**src/rtl/branch_redirect_unit.sv**
```systemverilog
// Fetch PC owner: sequential advance, back-pressure/stall hold, taken-branch
// redirect with a fixed flush window, and a sticky halt on misaligned targets.
module branch_redirect_unit #(
  parameter logic [31:0] RESET_PC     = 32'h0000_0000,
  parameter int          FLUSH_CYCLES = 2,
  parameter int          CNT_W        = 16
) (
  input  logic             clk,
  input  logic             rst,
  input  logic             stall,
  input  logic             br_valid,
  input  logic             br_taken,
  input  logic [31:0]      br_offset,
  input  logic             imem_ready,
  output logic [31:0]      pc,
  output logic             pc_valid,
  output logic             flush,
  output logic             misalign_err,
  output logic [CNT_W-1:0] taken_count
);

  typedef enum logic [1:0] {
    RUN   = 2'd0,
    FLUSH = 2'd1,
    HALT  = 2'd2
  } state_t;

  localparam logic [2:0]       FLUSH_LOAD = 3'(FLUSH_CYCLES - 1);
  localparam logic [CNT_W-1:0] CNT_ONE    = {{(CNT_W-1){1'b0}}, 1'b1};
  localparam logic [CNT_W-1:0] CNT_MAX    = {CNT_W{1'b1}};

  state_t           state_reg, state_next;
  logic [31:0]      pc_reg, pc_next;
  logic             pc_valid_reg, pc_valid_next;
  logic             flush_reg, flush_next;
  logic             misalign_reg, misalign_next;
  logic [CNT_W-1:0] count_reg, count_next;
  logic [2:0]       fcnt_reg, fcnt_next;

  logic [31:0] target;
  logic [31:0] seq_pc;
  logic        advance;
  logic        redirect;

  assign target   = pc_reg + br_offset;
  assign seq_pc   = pc_reg + 32'd4;
  assign advance  = imem_ready & ~stall;
  assign redirect = br_valid & br_taken & (state_reg == RUN) & pc_valid_reg;

  always_ff @(posedge clk or posedge rst) begin
    if (rst) begin
      state_reg    <= RUN;
      pc_reg       <= RESET_PC;
      pc_valid_reg <= 1'b0;
      flush_reg    <= 1'b0;
      misalign_reg <= 1'b0;
      count_reg    <= '0;
      fcnt_reg     <= 3'd0;
    end else begin
      state_reg    <= state_next;
      pc_reg       <= pc_next;
      pc_valid_reg <= pc_valid_next;
      flush_reg    <= flush_next;
      misalign_reg <= misalign_next;
      count_reg    <= count_next;
      fcnt_reg     <= fcnt_next;
    end
  end

  always_comb begin
    state_next    = state_reg;
    pc_next       = pc_reg;
    pc_valid_next = pc_valid_reg;
    flush_next    = flush_reg;
    misalign_next = 1'b0;
    count_next    = count_reg;
    fcnt_next     = fcnt_reg;

    case (state_reg)
      RUN: begin
        flush_next = 1'b0;
        if (!pc_valid_reg) begin
          // First edge out of reset only raises the request; PC stays put.
          pc_valid_next = 1'b1;
        end else if (redirect) begin
          flush_next = 1'b1;
          if (target[1:0] == 2'b00) begin
            pc_next    = target;
            count_next = (count_reg == CNT_MAX) ? count_reg : count_reg + CNT_ONE;
            if (FLUSH_CYCLES > 1) begin
              state_next = FLUSH;
              fcnt_next  = FLUSH_LOAD;
            end
          end else begin
            misalign_next = 1'b1;
            pc_valid_next = 1'b0;
            state_next    = HALT;
          end
        end else if (advance) begin
          pc_next = seq_pc;
        end
      end

      FLUSH: begin
        // Branches seen here belong to squashed instructions.
        flush_next = 1'b1;
        if (advance) begin
          pc_next = seq_pc;
        end
        if (fcnt_reg == 3'd0) begin
          flush_next = 1'b0;
          state_next = RUN;
        end else begin
          fcnt_next = fcnt_reg - 3'd1;
        end
      end

      HALT: begin
        flush_next    = 1'b0;
        pc_valid_next = 1'b0;
      end

      default: begin
        state_next = HALT;
        flush_next = 1'b0;
        pc_valid_next = 1'b0;
      end
    endcase
  end

  assign pc           = pc_reg;
  assign pc_valid     = pc_valid_reg;
  assign flush        = flush_reg;
  assign misalign_err = misalign_reg;
  assign taken_count  = count_reg;

endmodule

```
**config.mk**
```make
export PLATFORM = sky130hd
export DESIGN_NAME = branch_redirect_unit
export DESIGN_NICKNAME = d
export VERILOG_FILES = /design/src/rtl/branch_redirect_unit.sv
export SDC_FILE = /design/constraint.sdc
export NUM_CORES = 1
export LEC_CHECK = 0
export BUFFER_PORTS_ARGS = -buffer_cell sky130_fd_sc_hd__clkbuf_2
export CAP_MARGIN = 20
export CORE_ASPECT_RATIO = 1.75
export CORE_MARGIN = 2
export CORE_UTILIZATION = 60
export DETAILED_ROUTE_END_ITERATION = 12
export GPL_TIMING_DRIVEN = 0
export HOLD_SLACK_MARGIN = 0.03
export PLACE_DENSITY_LB_ADDON = 0.3
export SLEW_MARGIN = 20
export SYNTH_ARGS = -nofsm -noshare
export SYNTH_HDL_FRONTEND = slang
export SYNTH_SLANG_ARGS = --single-unit
```
**constraint.sdc**
```tcl
create_clock -name clk -period 4.9 [get_ports clk]
set_clock_uncertainty 0.05 [all_clocks]
set_input_delay 0.245 -clock clk [delete_from_list [all_inputs] [get_ports clk]]
set_output_delay 0.245 -clock clk [all_outputs]
set_load 0.01 [all_outputs]
```
==> impl_metrics.sql <==
INSERT INTO impl_metrics (metric_group, metric, value, unit) VALUES
('synth', 'postSynthAreaPerCell', '8.34', 'um^2'),
('timing', 'tcrit_tclk_final', '67.4', '%'),
('finish', 'num-nets-final', '741', ''),
('clock_network', 'clk_pin_slew', '0.07', 'ns'),
('finish', 'finalNonFillerCells', '758', ''),
('routing', 'drt-pass1-iter-count', '5', ''),
('synth', 'dominantRegCellSynth', 'sky130_fd_sc_hd__dfrtp_1', ''),
('timing', 'fin_crit', '3.30', 'ns'),
('floorplan', 'floorplan.die_area', '0.00871', 'mm^2'),
('timing', 'rsz0062_at_grt', 'no', ''),
('synth', 'edff_count_synth', '0', ''),
('timing', 'final.hold.worst_slack', '-0.000527', 'ns'),
('power_and_ir_drop', 'p_int', '737', 'uW'),
('power_and_ir_drop', 'power.density', '174', 'mW/mm^2'),
('clock_network', 'clock_path_buffers', '2', ''),
('routing', 'drc', '0', ''),
('timing', 'slew_viol_final', '0', ''),
('power_and_ir_drop', 'switchingPower', '221', 'uW'),
('floorplan', 'starting_utilization_of_the_core_area', '61.2', '%'),
('run_status', 'violations', 'negative hold slack', ''),
('placed_design', 'port-buffer-count', '88', ''),
('timing', 'setup_viol_count_final', '0', ''),
('routing', 'routed_wire_length_per_instance', '18.9', 'um'),
('placed_design', 'dp.cells', '750', ''),
('timing', 'slew_headroom', '53.5', '%'),
('clock_network', 'htree_levels', '2', ''),
('synth', 'synth-async-reset-ratio', '100', '%'),
('clock_network', 'cts_tree', 'done', ''),
('finish', 'layout-drive-gt1-share', '17.8', '%'),
('floorplan', 'dieHeight', '122', 'um'),
('placed_design', 'gp_routability_congestion', '0.984', ''),
('synth', 'ys_ff_latch', '56', ''),
('run_status', 'outcome', 'finished, violations left', ''),
('clock_network', 'clkSinkCount', '56', ''),
('power_and_ir_drop', 'power.sequential.fraction', '48.2', '%'),
('routing', 'routed_via_density', '6.65', ''),
('timing', 'fmaxAchievable', '303', 'MHz'),
('worst_setup_path', 'cp.arrival', '3.43', 'ns'),
('floorplan', 'num_io_pins', '89', ''),
('clock_network', 'post_cts_resized', '0', ''),
('global_route', 'grt_pass1_wl', '23000', 'um'),
('clock_network', 'postCtsHoldBufs', '0', ''),
('floorplan', 'std_cell_rows', '43', ''),
('worst_setup_path', 'worstPathMaxFanout', '10', ''),
('floorplan', 'placeableCoreArea', '0.00780', 'mm^2'),
('worst_hold_path', 'hp-class', 'in2async', ''),
('synth', 'synth.net_count', '646', ''),
('clock_network', 'numCtsBuffers', '5', ''),
('placed_design', 'dpl.hpwl', '10800', 'um'),
('synth', 'count_of_warnings_emitted_by_yosys', '0', ''),
('timing', 'timing_worst_slew_pin_value', '0.693', 'ns'),
('finish', 'antenna_cell_count', '0', ''),
('power_and_ir_drop', 'clock_power_share', '42.5', '%'),
('worst_setup_path', 'worstPathRequired', '5.03', 'ns'),
('worst_setup_path', 'setup.worst_path.start_class', 'flop', ''),
('synth', 'synth_sequential_area_ratio', '29.4', '%'),
('routing', 'drt_iter0_markers', '360', ''),
('worst_setup_path', 'timing.critical_path.to_type', 'flop', ''),
('timing', 'final.setup.tns', '0', 'ns'),
('run', 'max_cap_violations', '0', ''),
('routing', 'finalWirelength', '14300', 'um'),
('power_and_ir_drop', 'leakage', '0.00282', 'uW'),
('clock_network', 'ctsRootBufferMaster', 'sky130_fd_sc_hd__clkbuf_16', ''),
('routing', 'vias_post_dr', '5042', ''),
('global_route', 'gr-usage-all-layers', '33.3', '%'),
('synth', 'syn_inst', '572', ''),
('global_route', 'grt_max_degree', '57', ''),
('power_and_ir_drop', 'power.ir.vdd_worst', '0.000173', 'V'),
('power_and_ir_drop', 'power_frac_comb', '9.3', '%'),
('routing', 'antenna_violating_nets_post_route', '0', ''),
('finish', 'areaGrowthSynthToFinish', '15.2', '%'),
('global_route', 'vias_in_the_first_global_route', '4860', ''),
('worst_setup_path', 'worstSetupPathType', 'reg2reg', ''),
('power_and_ir_drop', 'design_power_total', '958', 'uW'),
('synth', 'post_synth_num_cell_types', '71', ''),
('power_and_ir_drop', 'sw_frac_of_total', '23.1', '%'),
('global_route', 'antenna_found_initial', '0', ''),
('floorplan', 'die_width', '71.4', 'um'),
('global_route', 'gr-total-overflow', '0', ''),
('clock_network', 'clock_latency', '0.30', 'ns'),
('timing', 'timing.final.hold_violations', '1', ''),
('clock_network', 'postCtsSetupRepairBufs', '0', ''),
('finish', 'number_of_flip_flops_in_the_largest_register', '32', ''),
('synth', 'syn-cell-area', '0.00477', 'mm^2');
power by group through the flow:
stage / Sequential [uW] / Combinational [uW] / Clock, uW
after detailed placement: 471 / 87.5 / 0
after CTS: 462 / 88.3 / 409
after global placement: 471 / 84.6 / 0
after global routing: 462 / 99.3 / 428
final: 462 / 89.3 / 407
after floorplan: 471 / 55.0 / 0
through the flow:
stage	utilization [%]	hold slack (ns)	worst slack [ns]	area, um^2
after floorplan	-	0.400	2.18	4770
after global placement	68.3	0.415	1.71	5330
after detailed placement	68.3	0.350	1.64	5330
after CTS	70.4	0.0329	1.61	5490
after global routing	70.5	0.0809	1.40	5500
final	70.5	-0.000527	1.60	5500
cell families (layout without fill, tap and decap cells):
| family | Yosys count | after routing | synth area share (%) |
|---|---|---|---|
| fa+ha+maj | 36 | 36 | 9.59 |
| buf+inv | 31 | 127 | 2.52 |
| mux | 7 | 7 | 1.49 |
| flops | 56 | 56 | 29.4 |
| compound gates | 167 | 167 | 23.4 |
| xor+xnor | 45 | 45 | 8.26 |
| simple gates | 230 | 230 | 25.3 |
layout by cell type (no fill, tap or decap), types with 15 or more instances in the layout:
master,netlist,layout
sky130_fd_sc_hd__clkbuf_2,0,88
sky130_fd_sc_hd__nand2_1,69,69
sky130_fd_sc_hd__dfrtp_1,56,56
sky130_fd_sc_hd__a21oi_1,40,40
sky130_fd_sc_hd__nor2_1,35,35
sky130_fd_sc_hd__o21ai_0,35,35
sky130_fd_sc_hd__ha_1,35,35
sky130_fd_sc_hd__xnor2_1,25,25
sky130_fd_sc_hd__a21o_1,23,23
sky130_fd_sc_hd__nand3_1,21,21
sky130_fd_sc_hd__xor2_1,20,20
sky130_fd_sc_hd__nand4_1,18,18
sky130_fd_sc_hd__and3_1,17,17
sky130_fd_sc_hd__nor3_1,17,16
sky130_fd_sc_hd__inv_1,16,15
routing by layer:
metal  routed length [um]  global-route usage, %  vias up
met1                 5160                   36.2     2403
met5                    0                      0        -
met2                 7420                   59.3      243
met4                  978                   22.3        0
li1                     -                      -     2315
met3                  788                   3.89       81
critical path, cell delays in order, from the launching register on:
cell	delay, ns
sky130_fd_sc_hd__dfrtp_1	0.39
sky130_fd_sc_hd__ha_1	0.22
sky130_fd_sc_hd__fa_1	0.44
sky130_fd_sc_hd__nor2_1	0.48
sky130_fd_sc_hd__o311ai_2	0.25
sky130_fd_sc_hd__nor2_4	0.36
sky130_fd_sc_hd__o31a_2	0.30
sky130_fd_sc_hd__nand4_2	0.22
sky130_fd_sc_hd__nor2_1	0.19
sky130_fd_sc_hd__nand4_1	0.13
sky130_fd_sc_hd__xnor2_1	0.15
synth_stat cells, types with 11 or more instances:
cell type / instances / area, um^2
sky130_fd_sc_hd__o21ai_0: 35 / 175
sky130_fd_sc_hd__xnor2_1: 25 / 219
sky130_fd_sc_hd__dfrtp_1: 56 / 1400
sky130_fd_sc_hd__a21o_1: 23 / 173
sky130_fd_sc_hd__inv_1: 16 / 60.1
sky130_fd_sc_hd__or3_1: 11 / 68.8
sky130_fd_sc_hd__ha_1: 35 / 438
sky130_fd_sc_hd__nand4_1: 18 / 113
sky130_fd_sc_hd__nor3_1: 17 / 85.1
sky130_fd_sc_hd__nand2_1: 69 / 259
sky130_fd_sc_hd__and3_1: 17 / 106
sky130_fd_sc_hd__a21oi_1: 40 / 200
sky130_fd_sc_hd__nor2_1: 35 / 131
sky130_fd_sc_hd__nand3_1: 21 / 105
sky130_fd_sc_hd__xor2_1: 20 / 175
sky130_fd_sc_hd__and2_1: 12 / 75.1
area by class of cell:
class	count	area, um^2
multi-input cells	485	3260
fillers	655	2300
flip-flops and latches	56	1400
repair buffers	88	440
clock buffers	6	129
well taps	90	113
inverters	16	62.6
plain buffers	15	60.1
clock inverters	2	35.0
final timing paths:
kind / startpoint / endpoint / slack, ns / cells past startpoint
worst min-delay path: rst / taken_count[6]$_DFFE_PP0P_ / -0.0005 / 2
min in group clk: br_valid / state_reg[1]$_DFFE_PP0P_ / 0.36 / 3
worst min register to register: pc[31]$_DFFE_PP0P_ / pc[31]$_DFFE_PP0P_ / 0.44 / 1
worst max register to register: pc[0]$_DFFE_PP0P_ / taken_count[14]$_DFFE_PP0P_ / 1.60 / 10
worst max-delay path: pc[0]$_DFFE_PP0P_ / taken_count[14]$_DFFE_PP0P_ / 1.60 / 10
max in group asynchronous: rst / flush$_DFF_PP0_ / 4.34 / 2
Note: power is estimated with default switching activity, not from simulation.
